--- src/rtl/bin_to_bcd_seq_pkg.sv ---
// Shared constants for the sequential binary-to-BCD converter.
// State encoding, default geometry and the saturation helpers.
package bin_to_bcd_seq_pkg;

    localparam int DEF_BIN_W  = 17;
    localparam int DEF_DIGITS = 5;
    localparam int DEF_CNT_W  = 5;

    localparam logic [1:0] S_IDLE  = 2'd0;
    localparam logic [1:0] S_SHIFT = 2'd1;
    localparam logic [1:0] S_FIN   = 2'd2;

    localparam logic [4*DEF_DIGITS-1:0] BCD_MAX = {DEF_DIGITS{4'h9}};

    function automatic longint unsigned pow10(input int n);
        longint unsigned r;
        r = 1;
        for (int i = 0; i < n; i++) begin
            r = r * 10;
        end
        return r;
    endfunction

endpackage

--- src/rtl/bin_to_bcd_seq_digit_adj.sv ---
// One double-dabble digit correction: add 3 when the nibble is 5 or more.
// Purely combinational; the top instantiates one per BCD digit.
module bcd_digit_adj (
    input  logic [3:0] d,
    output logic [3:0] q
);

    always_comb begin
        q = d;
        if (d >= 4'd5) begin
            q = d + 4'd3;
        end
    end

endmodule

--- src/rtl/bin_to_bcd_seq.sv ---
// Iterative shift-and-add-3 binary-to-BCD converter, one bit per clock.
// Saturates to all nines with ovf set when the value exceeds the digits.
module bin_to_bcd_seq
    import bin_to_bcd_seq_pkg::*;
#(
    parameter int BIN_W  = DEF_BIN_W,
    parameter int DIGITS = DEF_DIGITS,
    parameter int CNT_W  = DEF_CNT_W
) (
    input  logic                  clk,
    input  logic                  rst_n,
    input  logic                  start,
    input  logic [BIN_W-1:0]      bin,
    output logic                  busy,
    output logic                  done,
    output logic [4*DIGITS-1:0]   bcd,
    output logic                  ovf
);

    localparam int SW = 4 * DIGITS;
    localparam logic [SW-1:0] NINES = {DIGITS{4'h9}};
    localparam longint unsigned LIMIT = pow10(DIGITS) - 1;

    logic [1:0]       state;
    logic [CNT_W-1:0] cnt;
    logic [BIN_W-1:0] binreg;
    logic [SW-1:0]    scr;
    logic [SW-1:0]    adj;
    logic [SW-1:0]    scr_nxt;
    logic             ovf_pend;
    logic             accept;
    logic             last;

    for (genvar g = 0; g < DIGITS; g++) begin : g_adj
        bcd_digit_adj u_adj (
            .d (scr[4*g +: 4]),
            .q (adj[4*g +: 4])
        );
    end

    assign accept  = start && (state == S_IDLE || state == S_FIN);
    assign last    = (state == S_SHIFT) && (cnt == CNT_W'(1));
    assign scr_nxt = {adj[SW-2:0], binreg[BIN_W-1]};
    assign busy    = (state == S_SHIFT);

    always_ff @(posedge clk or negedge rst_n) begin
        if (!rst_n) begin
            state    <= S_IDLE;
            cnt      <= '0;
            binreg   <= '0;
            scr      <= '0;
            ovf_pend <= 1'b0;
            done     <= 1'b0;
            bcd      <= '0;
            ovf      <= 1'b0;
        end else begin
            done <= 1'b0;
            if (accept) begin
                state    <= S_SHIFT;
                binreg   <= bin;
                scr      <= '0;
                cnt      <= CNT_W'(BIN_W);
                ovf_pend <= (64'(bin) > LIMIT);
            end else begin
                unique case (state)
                    S_SHIFT: begin
                        scr    <= scr_nxt;
                        binreg <= {binreg[BIN_W-2:0], 1'b0};
                        cnt    <= cnt - CNT_W'(1);
                        // The edge that consumes the last bit commits the result.
                        if (last) begin
                            state <= S_FIN;
                            done  <= 1'b1;
                            bcd   <= ovf_pend ? NINES : scr_nxt;
                            ovf   <= ovf_pend;
                        end
                    end
                    S_FIN:   state <= S_IDLE;
                    S_IDLE:  state <= S_IDLE;
                    default: state <= S_IDLE;
                endcase
            end
        end
    end

endmodule

--- config.mk ---
export PLATFORM = sky130hd
export DESIGN_NAME = bin_to_bcd_seq
export DESIGN_NICKNAME = d
export VERILOG_FILES = /design/src/rtl/bin_to_bcd_seq_pkg.sv /design/src/rtl/bin_to_bcd_seq_digit_adj.sv /design/src/rtl/bin_to_bcd_seq.sv
export SDC_FILE = /design/constraint.sdc
export NUM_CORES = 1
export LEC_CHECK = 0
export BUFFER_PORTS_ARGS = -buffer_cell sky130_fd_sc_hd__clkbuf_2
export CORE_MARGIN = 8
export CORE_UTILIZATION = 52
export CTS_CLUSTER_DIAMETER = 120
export DETAILED_ROUTE_END_ITERATION = 12
export PLACE_DENSITY_LB_ADDON = 0.12
export SKIP_CTS_REPAIR_TIMING = 1
export SYNTH_ARGS = -nofsm -noshare
export SYNTH_HDL_FRONTEND = slang
export SYNTH_SLANG_ARGS = --single-unit
export TNS_END_PERCENT = 50
--- constraint.sdc ---
create_clock -name clk -period 3.55 [get_ports clk]
set_clock_uncertainty 0.05 [all_clocks]
set_input_delay 0.355 -clock clk [delete_from_list [all_inputs] [get_ports clk]]
set_output_delay 0.355 -clock clk [all_outputs]
set_load 0.005 [all_outputs]
==> results.yml <==
routing:
  vias: 2368
  vias_per_cell: 5.598
  dr_wl_met3_um: 348
  wirelength_um: 6502
  wl_met1_um: 3023
  first_pass_iters: 4
  dr.first_iter.drc_count: 101
  routed.top_layer: "met4"
  routedWlPerCell_um: 15.37
  wl_met2_um: 3052
  drtAntennaViolNets: 0
  route.detailed.drc: 0
synthesis:
  synth_edf_count: 0
  async_reset_ff_share_pct: 100.0
  synth_top_flop_cell: "dfrtp_1"
  synth_seq_cells: 67
  avgSynthCellArea_um2: 10.39
  ys_seq_area_share_pct: 53.60
  yosysMostFrequentCell: "dfrtp_1"
  postSynthCellCount: 301
  ys_top_cells_by_count: "dfrtp_1, nand2_1, a22o_1"
  synth_area_leaders: "dfrtp_1, a22o_1, nand2_1"
  synth_top_cell_area_share_pct: 53.60
  syn_nets: 333
  synth_area_leader_cell: "dfrtp_1"
  ys_warn_count: 0
  synthDistinctLibCells: 28
  netlist_area_mm2: 0.003128
clocking:
  cts_root_buf: "clkbuf_8"
  ctsLongestPathBuffers: 2
  cts_tree: "built"
  cts_buffers: 9
  cts_num_sinks: 67
  ctsHtreeMaxLevel: 3
  clkTransAtPathRegs_ps: 70
  clock_latency_ps: 340
floorplan:
  dieArea_mm2: 0.008753
  dieHeight_um: 93.56
  die_w_um: 93.56
  rows: 28
  initial_core_util_pct: 53.15
  core_area_mm2: 0.005886
  pin_count: 43
placement:
  post-place-ws_ps: 1532
  io_buffers: 42
  hpwl_um: 4455
  place_congestion: 0.7595
finish:
  final_nets: 377
  drive_above_1_share_pct: 20.40
  diodes: 0
  area_growth_pct: 13.80
global_route:
  grt_pass1_vias: 2419
  antenna_found_initial: 0
  grt_max_degree: 50
  gr-total-overflow: 0
  grt_pass1_wl_um: 11470
  track_usage_pct: 16.51
sta:
  setup_violations: 0
  worst_pin_slew_ps: 1080
  setup_tns_ps: 0
  period_minus_slack_ps: 2179
  slew_viol_final: 0
  finalCritPeriodShare_pct: 61.39
  relSlewSlack_pct: 28.00
  fmax_mhz: 458.9
  hold_viol_final: 0
  rsz0062_at_grt: "no"
  fin_ws_ps: 1371
worst_setup_path:
  crit_arrival_ps: 1770
  cp_cell_sequence: "nand2b_1, clkinv_2, buf_4, clkbuf_2"
  worstSetupPathType: "reg -> out"
  start_kind: "register"
  path_buf_inv: 3
  cp_top_family: "buffers and inverters"
  cp_slowest_stage_delay_ps: 380
  crit_required_ps: 3140
  critical_path.slowest_cell: "buf_4"
  crit_path_max_fanout: 36
  reg2reg_setup_slack_ps: 1540
  worst_setup_path_end_kind: "primary output"
min_path:
  hold_path.class: "in -> async"
pwr:
  power_mw: 3.356
  power.density_mw_per_mm2: 942.7
  ir_worst_vdd_v: 0.0004731
  power.leakage_nw: 1.756
job:
  drv_cap: 0
status:
  status: "completed"
state kept, by name, indices dropped and copies added (netlist names):
signal    cells
ovf           1
state         2
scr          20
bcd          20
done          1
binreg       17
cnt           5
ovf_pend      1
routing by layer:
metal	global-route usage, %	vias up
met2	25.85	43
met1	20.71	1175
li1	-	1139
met5	0	-
met3	6.250	11
met4	4.888	0
power breakdown:
| part | switching [mW] | total [mW] | leakage (nW) | internal, mW |
|---|---|---|---|---|
| sequential | 0.284 | 1.40 | 0.836 | 1.11 |
| combinational | 0.776 | 1.41 | 0.836 | 0.633 |
| clock | 0.268 | 0.551 | 0.0843 | 0.283 |
area by class of cell:
| cell class | instances | area [um^2] |
|---|---|---|
| fillers | 548 | 2326 |
| flip-flops and latches | 67 | 1677 |
| multi-input cells | 204 | 1309 |
| repair buffers | 48 | 255.2 |
| clock buffers | 12 | 155.1 |
| well taps | 75 | 93.84 |
| inverters | 15 | 57.56 |
| clock inverters | 2 | 12.51 |
stage by stage:
step / util (%) / cell area, um^2 / std cells / hold slack (ps)
5_1_grt: 60.48 / 3560 / 423 / 181.7
4_1_cts: 60.48 / 3560 / 423 / 171.3
6_report: 60.48 / 3560 / 423 / 158.2
3_3_place_gp: 57.63 / 3392 / 409 / 411.4
3_5_place_dp: 57.63 / 3392 / 409 / 413.4
2_1_floorplan: - / 3128 / 301 / 9.409
path summary, 6_finish.rpt:
kind | cells past startpoint | from | end
max in group asynchronous | 2 | rst_n | cnt[4]
worst min register to register | 2 | binreg[3] | binreg[3]
worst min-delay path | 1 | rst_n | bcd[7]
worst max-delay path | 4 | state[1] | busy
min in group clk | 3 | bin[2] | binreg[2]
worst max register to register | 7 | state[0] | scr[7]
cell families after synthesis:
logic type,count (synthesis),share of synthesized area (%)
and+or+nand+nor,104,15.80
AOI/OAI and AO/OA,77,17.88
DFF,67,53.60
buffers and inverters,30,4.640
adders and majority gates,12,4.800
xor gates and xnor gates,6,1.680
muxes,5,1.600
layout by cell type, fill, tap and decap left out, drive strengths merged:
cell type	n
dfrtp	67
clkbuf	53
nand2	50
a22o	22
nor2	19
o21ai	19
a22oi	16
a21oi	14
inv	14
ha	12
nor3b	9
nand3	9
nand2b	8
buf	7
nor3	5
mux2i	5
xnor2	5
a2111oi	5
clkinv	2
or4	2
nand4b	1
nor2b	1
xor2	1
a31oi	1
clkinvlp	1
(Power assumes the default switching activity.)
